**config.mk**
```make
export PLATFORM = sky130hd
export DESIGN_NAME = multicycle_controller
export DESIGN_NICKNAME = d
export VERILOG_FILES = /design/src/rtl/multicycle_ctrl_pkg.sv /design/src/rtl/multicycle_controller_alu_decoder.sv /design/src/rtl/multicycle_controller.sv
export SDC_FILE = /design/constraint.sdc
export NUM_CORES = 1
export LEC_CHECK = 0
export CORE_MARGIN = 4
export CORE_UTILIZATION = 43
export CTS_BUF_LIST = sky130_fd_sc_hd__clkbuf_8
export DETAILED_ROUTE_END_ITERATION = 7
export MAX_ROUTING_LAYER = met4
export PLACE_DENSITY = 0.81
export SYNTH_ARGS = -nofsm -noshare
export SYNTH_HDL_FRONTEND = slang
export SYNTH_SLANG_ARGS = --single-unit
```
**constraint.sdc**
```tcl
create_clock -name clk -period 1.79 [get_ports clk]
set_input_delay 0.358 -clock clk [delete_from_list [all_inputs] [get_ports clk]]
set_output_delay 0.358 -clock clk [all_outputs]
set_load 0.02 [all_outputs]
```
**src/rtl/multicycle_ctrl_pkg.sv**
```systemverilog
// Shared types and encodings for the multi-cycle RV32I-subset controller.
package multicycle_ctrl_pkg;

  localparam int unsigned OP_W       = 7;
  localparam int unsigned ALU_CODE_W = 3;
  localparam int unsigned SEL_W      = 2;
  localparam int unsigned IMM_W      = 3;

  typedef enum logic [3:0] {
    S_FETCH,
    S_DECODE,
    S_MEMADR,
    S_MEMREAD,
    S_MEMWB,
    S_MEMWRITE,
    S_EXECR,
    S_EXECI,
    S_ALUWB,
    S_BRANCH,
    S_JAL,
    S_LUI
  } state_t;

  typedef enum logic {
    CLS_R,
    CLS_I
  } alu_class_t;

  localparam logic [OP_W-1:0] OP_LW     = 7'b0000011;
  localparam logic [OP_W-1:0] OP_SW     = 7'b0100011;
  localparam logic [OP_W-1:0] OP_R      = 7'b0110011;
  localparam logic [OP_W-1:0] OP_I      = 7'b0010011;
  localparam logic [OP_W-1:0] OP_BRANCH = 7'b1100011;
  localparam logic [OP_W-1:0] OP_JAL    = 7'b1101111;
  localparam logic [OP_W-1:0] OP_LUI    = 7'b0110111;

  localparam logic [ALU_CODE_W-1:0] ALU_AND = 3'b000;
  localparam logic [ALU_CODE_W-1:0] ALU_OR  = 3'b001;
  localparam logic [ALU_CODE_W-1:0] ALU_ADD = 3'b010;
  localparam logic [ALU_CODE_W-1:0] ALU_LUI = 3'b011;
  localparam logic [ALU_CODE_W-1:0] ALU_SUB = 3'b110;
  localparam logic [ALU_CODE_W-1:0] ALU_SLT = 3'b111;

  localparam logic [SEL_W-1:0] RES_ALUOUT = 2'b00;
  localparam logic [SEL_W-1:0] RES_DATA   = 2'b01;
  localparam logic [SEL_W-1:0] RES_ALU    = 2'b10;

  localparam logic [SEL_W-1:0] SRCA_PC    = 2'b00;
  localparam logic [SEL_W-1:0] SRCA_OLDPC = 2'b01;
  localparam logic [SEL_W-1:0] SRCA_RS1   = 2'b10;

  localparam logic [SEL_W-1:0] SRCB_RS2  = 2'b00;
  localparam logic [SEL_W-1:0] SRCB_IMM  = 2'b01;
  localparam logic [SEL_W-1:0] SRCB_FOUR = 2'b10;

  localparam logic [IMM_W-1:0] IMM_I = 3'b000;
  localparam logic [IMM_W-1:0] IMM_S = 3'b001;
  localparam logic [IMM_W-1:0] IMM_B = 3'b010;
  localparam logic [IMM_W-1:0] IMM_J = 3'b011;
  localparam logic [IMM_W-1:0] IMM_U = 3'b100;

  // Immediate format depends only on the opcode; unknown opcodes fall back to I.
  function automatic logic [IMM_W-1:0] imm_sel(input logic [OP_W-1:0] op);
    case (op)
      OP_SW:     imm_sel = IMM_S;
      OP_BRANCH: imm_sel = IMM_B;
      OP_JAL:    imm_sel = IMM_J;
      OP_LUI:    imm_sel = IMM_U;
      default:   imm_sel = IMM_I;
    endcase
  endfunction

endpackage

```
**src/rtl/multicycle_controller_alu_decoder.sv**
```systemverilog
// Combinational ALU operation decode for R-type and I-type ALU instructions.
module alu_decoder
  import multicycle_ctrl_pkg::*;
(
  input  alu_class_t                  cls,
  input  logic [2:0]                  funct3,
  input  logic                        funct7b5,
  output logic [ALU_CODE_W-1:0]       alu_code_c,
  output logic                        legal_c
);

  // funct7b5 only distinguishes sub from add on register-register ops.
  always_comb begin
    alu_code_c = ALU_ADD;
    legal_c    = 1'b1;
    case (funct3)
      3'b000:  alu_code_c = (cls == CLS_R && funct7b5) ? ALU_SUB : ALU_ADD;
      3'b111:  alu_code_c = ALU_AND;
      3'b110:  alu_code_c = ALU_OR;
      3'b010:  alu_code_c = ALU_SLT;
      default: legal_c    = 1'b0;
    endcase
  end

endmodule

```
**src/rtl/multicycle_controller.sv**
```systemverilog
// Moore-style sequencer for the shared-memory multi-cycle RV32I-subset datapath.
module multicycle_controller
  import multicycle_ctrl_pkg::*;
#(
  parameter int unsigned ALU_CTRL_W = 3,
  parameter bit          EN_BNE     = 1'b1
) (
  input  logic                  clk,
  input  logic                  reset,
  input  logic [OP_W-1:0]       op,
  input  logic [2:0]            funct3,
  input  logic                  funct7b5,
  input  logic                  zero,
  input  logic                  mem_ready,
  output logic                  pc_write,
  output logic                  adr_src,
  output logic                  mem_write,
  output logic                  ir_write,
  output logic [SEL_W-1:0]      result_src,
  output logic [SEL_W-1:0]      alu_src_a,
  output logic [SEL_W-1:0]      alu_src_b,
  output logic [IMM_W-1:0]      imm_src,
  output logic                  reg_write,
  output logic [ALU_CTRL_W-1:0] alu_control,
  output logic                  illegal
);

  if (ALU_CTRL_W < 3) begin : g_bad_width
    $error("ALU_CTRL_W must be at least 3");
  end

  state_t                  state;
  state_t                  state_next;
  alu_class_t              cls_c;
  logic [ALU_CODE_W-1:0]   dec_code_c;
  logic                    dec_legal_c;
  logic [ALU_CODE_W-1:0]   alu_code_c;
  logic                    branch_legal_c;

  assign cls_c          = (op == OP_R) ? CLS_R : CLS_I;
  assign branch_legal_c = (funct3 == 3'b000) || (EN_BNE && (funct3 == 3'b001));
  assign alu_control    = ALU_CTRL_W'(alu_code_c);

  alu_decoder u_alu_decoder (
    .cls        (cls_c),
    .funct3     (funct3),
    .funct7b5   (funct7b5),
    .alu_code_c (dec_code_c),
    .legal_c    (dec_legal_c)
  );

  always_ff @(posedge clk) begin
    if (reset) state <= S_FETCH;
    else       state <= state_next;
  end

  always_comb begin
    state_next = state;
    pc_write   = 1'b0;
    adr_src    = 1'b0;
    mem_write  = 1'b0;
    ir_write   = 1'b0;
    result_src = RES_ALUOUT;
    alu_src_a  = SRCA_PC;
    alu_src_b  = SRCB_RS2;
    reg_write  = 1'b0;
    alu_code_c = ALU_ADD;
    illegal    = 1'b0;
    imm_src    = imm_sel(op);

    case (state)
      S_FETCH: begin
        alu_src_b  = SRCB_FOUR;
        result_src = RES_ALU;
        ir_write   = mem_ready;
        pc_write   = mem_ready;
        if (mem_ready) state_next = S_DECODE;
      end
      // Target PC (OldPC + imm) is formed here so branch/jal can use ALUOut.
      S_DECODE: begin
        alu_src_a  = SRCA_OLDPC;
        alu_src_b  = SRCB_IMM;
        state_next = S_FETCH;
        case (op)
          OP_LW, OP_SW: state_next = S_MEMADR;
          OP_R:         if (dec_legal_c) state_next = S_EXECR; else illegal = 1'b1;
          OP_I:         if (dec_legal_c) state_next = S_EXECI; else illegal = 1'b1;
          OP_BRANCH:    if (branch_legal_c) state_next = S_BRANCH; else illegal = 1'b1;
          OP_JAL:       state_next = S_JAL;
          OP_LUI:       state_next = S_LUI;
          default:      illegal = 1'b1;
        endcase
      end
      S_MEMADR: begin
        alu_src_a  = SRCA_RS1;
        alu_src_b  = SRCB_IMM;
        state_next = (op == OP_LW) ? S_MEMREAD : S_MEMWRITE;
      end
      S_MEMREAD: begin
        adr_src = 1'b1;
        if (mem_ready) state_next = S_MEMWB;
      end
      S_MEMWB: begin
        result_src = RES_DATA;
        reg_write  = 1'b1;
        state_next = S_FETCH;
      end
      S_MEMWRITE: begin
        adr_src   = 1'b1;
        mem_write = 1'b1;
        if (mem_ready) state_next = S_FETCH;
      end
      S_EXECR: begin
        alu_src_a  = SRCA_RS1;
        alu_src_b  = SRCB_RS2;
        alu_code_c = dec_code_c;
        state_next = S_ALUWB;
      end
      S_EXECI: begin
        alu_src_a  = SRCA_RS1;
        alu_src_b  = SRCB_IMM;
        alu_code_c = dec_code_c;
        state_next = S_ALUWB;
      end
      S_ALUWB: begin
        reg_write  = 1'b1;
        state_next = S_FETCH;
      end
      // funct3[0] separates bne from beq; bne only reaches here when enabled.
      S_BRANCH: begin
        alu_src_a  = SRCA_RS1;
        alu_src_b  = SRCB_RS2;
        alu_code_c = ALU_SUB;
        pc_write   = funct3[0] ? ~zero : zero;
        state_next = S_FETCH;
      end
      S_JAL: begin
        alu_src_a  = SRCA_OLDPC;
        alu_src_b  = SRCB_FOUR;
        pc_write   = 1'b1;
        state_next = S_ALUWB;
      end
      S_LUI: begin
        alu_src_b  = SRCB_IMM;
        alu_code_c = ALU_LUI;
        state_next = S_ALUWB;
      end
      default: state_next = S_FETCH;
    endcase

    // Reset suppresses every architectural write, even mid-instruction.
    if (reset) begin
      pc_write  = 1'b0;
      ir_write  = 1'b0;
      mem_write = 1'b0;
      reg_write = 1'b0;
      illegal   = 1'b0;
    end
  end

endmodule

```
==> results.py, run 1 <==
metrics = {
    "sta": {
        "crit_endpoint": "illegal",
        "endpoint_type": "primary output",
    },
    "synthesis": {
        "ys_ff_latch": 4,
        "yosysTopAreaCell": "dfxtp_1",
        "async_flop_share_pct": 0,
        "synth.net_count": 132,
        "ys_seq_area_share_pct": 10.7,
        "synth_ff_type": "dfxtp_1",
        "synth_cell_types": 43,
        "synth_area_leaders": "dfxtp_1, a21oi_1, nor2_1",
        "yosysWarningCount": 0,
        "synthCells": 117,
        "synth_top_area_share_pct": 10.7,
        "syn-mean-instance-area_um2": 6.42,
        "synth_edf_count": 0,
        "syn_area_um2": 751,
    },
    "placed_design": {
        "place_hpwl_mm": 2.38,
        "portBuffers": 32,
        "gp_congestion": 0.968,
        "post-place-cells": 196,
    },
    "run_status": {
        "lastStage": "global routing",
        "status": "did not finish",
        "error_line": "[ERROR DPL-0038] Utilization greater than 100%, impossible to legalize",
    },
    "die": {
        "die_w_um": 49.8,
        "rows": 14,
        "initial_core_util_pct": 47.6,
        "die_y_um": 49.8,
        "pin_count": 33,
    },
    "global_routing": {
        "grt_max_degree": 10,
    },
    "clock_tree": {
        "cts_sinks": 4,
        "clock_path_buffers": 2,
        "cts_buffers": 3,
        "ctsHoldBuffers": 0,
        "root_buffer": "clkbuf_8",
        "cts_max_level": 1,
    },
}
-- cells in the mapped netlist (2+ instances only) --
cell / number
a211oi_1: 3
a21o_1: 2
a21oi_1: 11
a31oi_1: 4
and3_1: 2
buf_2: 2
clkbuf_1: 5
dfxtp_1: 4
inv_1: 4
nand2_1: 8
nand2b_1: 5
nand3_1: 4
nor2_1: 14
nor2b_1: 4
nor3_1: 7
nor3b_1: 2
nor4_1: 5
o21a_1: 2
o32ai_1: 2
or3_1: 3
xnor2_1: 2
-- cells by family after synthesis --
logic type | share of synthesized area [%]
AO/OA/AOI/OAI | 31.5
XOR/XNOR | 3.50
buffers and inverters | 7.83
flip-flops | 10.7
AND/OR/NAND/NOR | 46.5
-- metrics by stage --
stage | cell area [µm²] | worst slack, ns | hold WS, ns
after detailed placement | 1360 | -0.810 | 0.758
after global placement | 1360 | -0.782 | 0.746
after floorplan | 762 | -0.0112 | 0.555
after CTS | 1470 | -0.0793 | 0.566
-- what timing repair did --
action | CTS
resized for setup | 124
setup endpoints to repair | 18
pin swaps | 10
setup buffers | 4
hold endpoints to repair | 0
cloned | 0
==> run 2: changes to the inputs <==
- CORE_AREA: default -> 4 4 65 67
- CORE_MARGIN: 4 -> default
- CORE_UTILIZATION: 43 -> default
- CTS_BUF_LIST: sky130_fd_sc_hd__clkbuf_8 -> default
- DIE_AREA: default -> 0 0 69 71
- MAX_ROUTING_LAYER: met4 -> default
- PLACE_DENSITY: 0.81 -> default
- PLACE_DENSITY_LB_ADDON: default -> 0.15
==> results.py, run 2 <==
metrics = {
    "finish": {
        "layout.nets": 205,
        "syn2layout_area_growth_pct": 116,
        "register_area_um2": 85.1,
        "multi_input_area_um2": 769,
        "fill_cells": 407,
        "largest_register_ffs": 4,
        "diodes": 0,
        "top_register": "state",
        "fin_cells": 236,
        "final_cell_mix": "buf_4, buf_6, nor2_1",
        "reg_top3": "state x4",
        "drive_above_1_share_pct": 53.7,
        "final_common_cell": "buf_4",
    },
    "setup_path": {
        "crit_slowest_cell": "or4b_4",
        "cp_max_fo": 2,
        "crit_path_end_kind": "primary output",
        "crit_chain": "or4b_4, nor2_4, and3_4, buf_6",
        "max_stage_delay_ns": 0.57,
        "worstPathArrival_ns": 1.52,
        "worstPathRequired_ns": 1.43,
        "startpoint_type": "flip-flop",
        "worst-setup-path-type": "flip-flop to primary output",
    },
    "die": {
        "die_y_um": 71,
        "pin_count": 33,
        "core_um2": 3630,
        "die-area_um2": 4900,
        "rows": 22,
        "initial_core_util_pct": 20.7,
        "die_w_um": 69,
    },
    "synthesis": {
        "syn-mean-instance-area_um2": 6.42,
        "synth_area_leaders": "dfxtp_1, a21oi_1, nor2_1",
        "syn_area_um2": 751,
        "ys_ff_latch": 4,
        "synth_most_common_cell": "nor2_1",
        "synth_edf_count": 0,
        "synthCells": 117,
        "async_flop_share_pct": 0,
        "synth.net_count": 132,
        "synth_top_area_share_pct": 10.7,
        "yosysWarningCount": 0,
        "synthTopCellsByCount": "nor2_1, a21oi_1, nand2_1, nor3_1",
        "ys_seq_area_share_pct": 10.7,
        "yosysTopAreaCell": "dfxtp_1",
        "synth_cell_types": 43,
        "synth_ff_type": "dfxtp_1",
    },
    "power_and_ir_drop": {
        "combinationalPowerShare_pct": 44.8,
        "seqPwrFrac_pct": 17.6,
        "power_switching_uw": 160,
        "p_leak_uw": 0.000679,
        "clkPwrFrac_pct": 37.6,
        "power.density_nw_per_um2": 316,
        "switching_share_pct": 31.2,
        "intPower_uw": 352,
        "peakVddDrop_mv": 0.252,
    },
    "placed_design": {
        "gp_congestion": 0.825,
        "post-place-cells": 229,
        "place_hpwl_mm": 2.43,
        "portBuffers": 32,
    },
    "sta": {
        "fin_skew_ns": 0.00505,
        "tns_ns": -0.159,
        "finalCritPeriodShare_pct": 105,
        "finalSetupViolations": 3,
        "tightest_slew_ns": 0.357,
        "drv_slew": 0,
        "max-slew-margin-rel_pct": 75.9,
        "final.setup.worst_slack_ns": -0.0861,
        "grt_setup_unrepaired": "yes",
        "fin_crit_ns": 1.88,
        "finalHoldViolations": 0,
        "fmax_ghz": 0.533,
    },
    "drt": {
        "drc": 0,
        "dr.pass1.iters": 4,
        "drt-vias-per-instance": 4.81,
        "drt-initial-drc-count": 39,
        "antenna_left": 0,
        "wl_mm": 3.24,
        "routedWlPerCell_um": 13.7,
        "routed-via-count": 1136,
    },
    "global_routing": {
        "grt_first_pass_wirelength_mm": 5.38,
        "grt_max_degree": 16,
        "overflow": 0,
        "antenna_found_initial": 0,
        "grt_pass1_vias": 1212,
        "track_usage_pct": 12.9,
    },
    "clock_tree": {
        "cts_sinks": 4,
        "cts_tree": "built",
        "insertion_delay_ns": 0.22,
        "cts_max_level": 1,
        "clock_path_buffers": 2,
        "clkTransAtPathRegs_ns": 0.03,
        "root_buffer": "clkbuf_8",
        "cts_buffers": 3,
    },
    "job": {
        "max_cap_violations": 0,
    },
    "hold_path": {
        "hp-class": "input port to flip-flop",
    },
    "run_status": {
        "status": "finished, violations left",
        "violations": "setup timing",
    },
}
-- run 2: final timing paths --
path                            startpoint       end  slack, ns  depth (start not counted)
worst max-delay path              state[1]   illegal      -0.09                          4
worst min-delay path                 op[0]  state[3]       0.56                          4
worst max register to register    state[1]  state[3]       0.12                          6
worst min register to register    state[3]  state[0]       0.78                          3
-- run 2: per-layer routing --
| layer | GRT usage [%] | vias to the layer above | wire length, µm |
|---|---|---|---|
| met5 | 0 | - | 0 |
| met4 | 4.77 | 0 | 28 |
| met3 | 1.99 | 2 | 130 |
| li1 | - | 582 | - |
| met1 | 14.7 | 524 | 1380 |
| met2 | 23.9 | 28 | 1700 |
-- run 2: final cells by class --
class	count	area share, %
clock buffer	3	2.55
inverter	4	0.926
multi-input combinational	100	47.5
sequential	4	5.25
tap	48	3.70
timing repair buffer	77	40.1
-- run 2: power by group through the flow --
stage	clock network, µW	logic [µW]	registers [µW]
after floorplan	0	84.4	93.8
after detailed placement	0	198	92.8
after global placement	0	196	92.8
after global routing	203	248	90.6
final	192	229	90.4
after CTS	199	214	90.1
-- run 2: cells by family (layout without fill, tap and decap cells) --
kind of cell / count (synthesis) / count (layout) / share of synthesized area (%)
simple gates: 63 / 63 / 46.5
xor+xnor: 3 / 3 / 3.50
buf+inv: 13 / 84 / 7.83
flops: 4 / 4 / 10.7
compound gates: 34 / 34 / 31.5
-- run 2: critical path, delay by kind of cell, from the launching register on --
kind / cells / cell delay [ns]
flops: 1 / 0.32
simple gates: 3 / 0.86
buf+inv: 1 / 0.11
-- run 2: timing repair --
action | 4_1_cts | 5_1_grt
pin swaps | 11 | 6
buffers inserted | 3 | 1
gates resized for setup | 136 | 28
setup endpoints to repair | 18 | 15
hold buffers | 0 | 0
-- run 2: metrics by stage --
stage / worst slack (ns) / power, µW / hold slack, ns / util [%] / cell area, µm²
global route: -0.160 / 542 / 0.575 / 44.6 / 1620
detailed placement: -0.795 / 291 / 0.798 / 39.0 / 1420
CTS: -0.0707 / 502 / 0.543 / 42.6 / 1550
finish: -0.0861 / 512 / 0.555 / 44.6 / 1620
global placement: -0.748 / 289 / 0.787 / 39.0 / 1420
floorplan: -0.0112 / 178 / 0.555 / - / 762
Note: power is estimated with default switching activity, not from simulation.
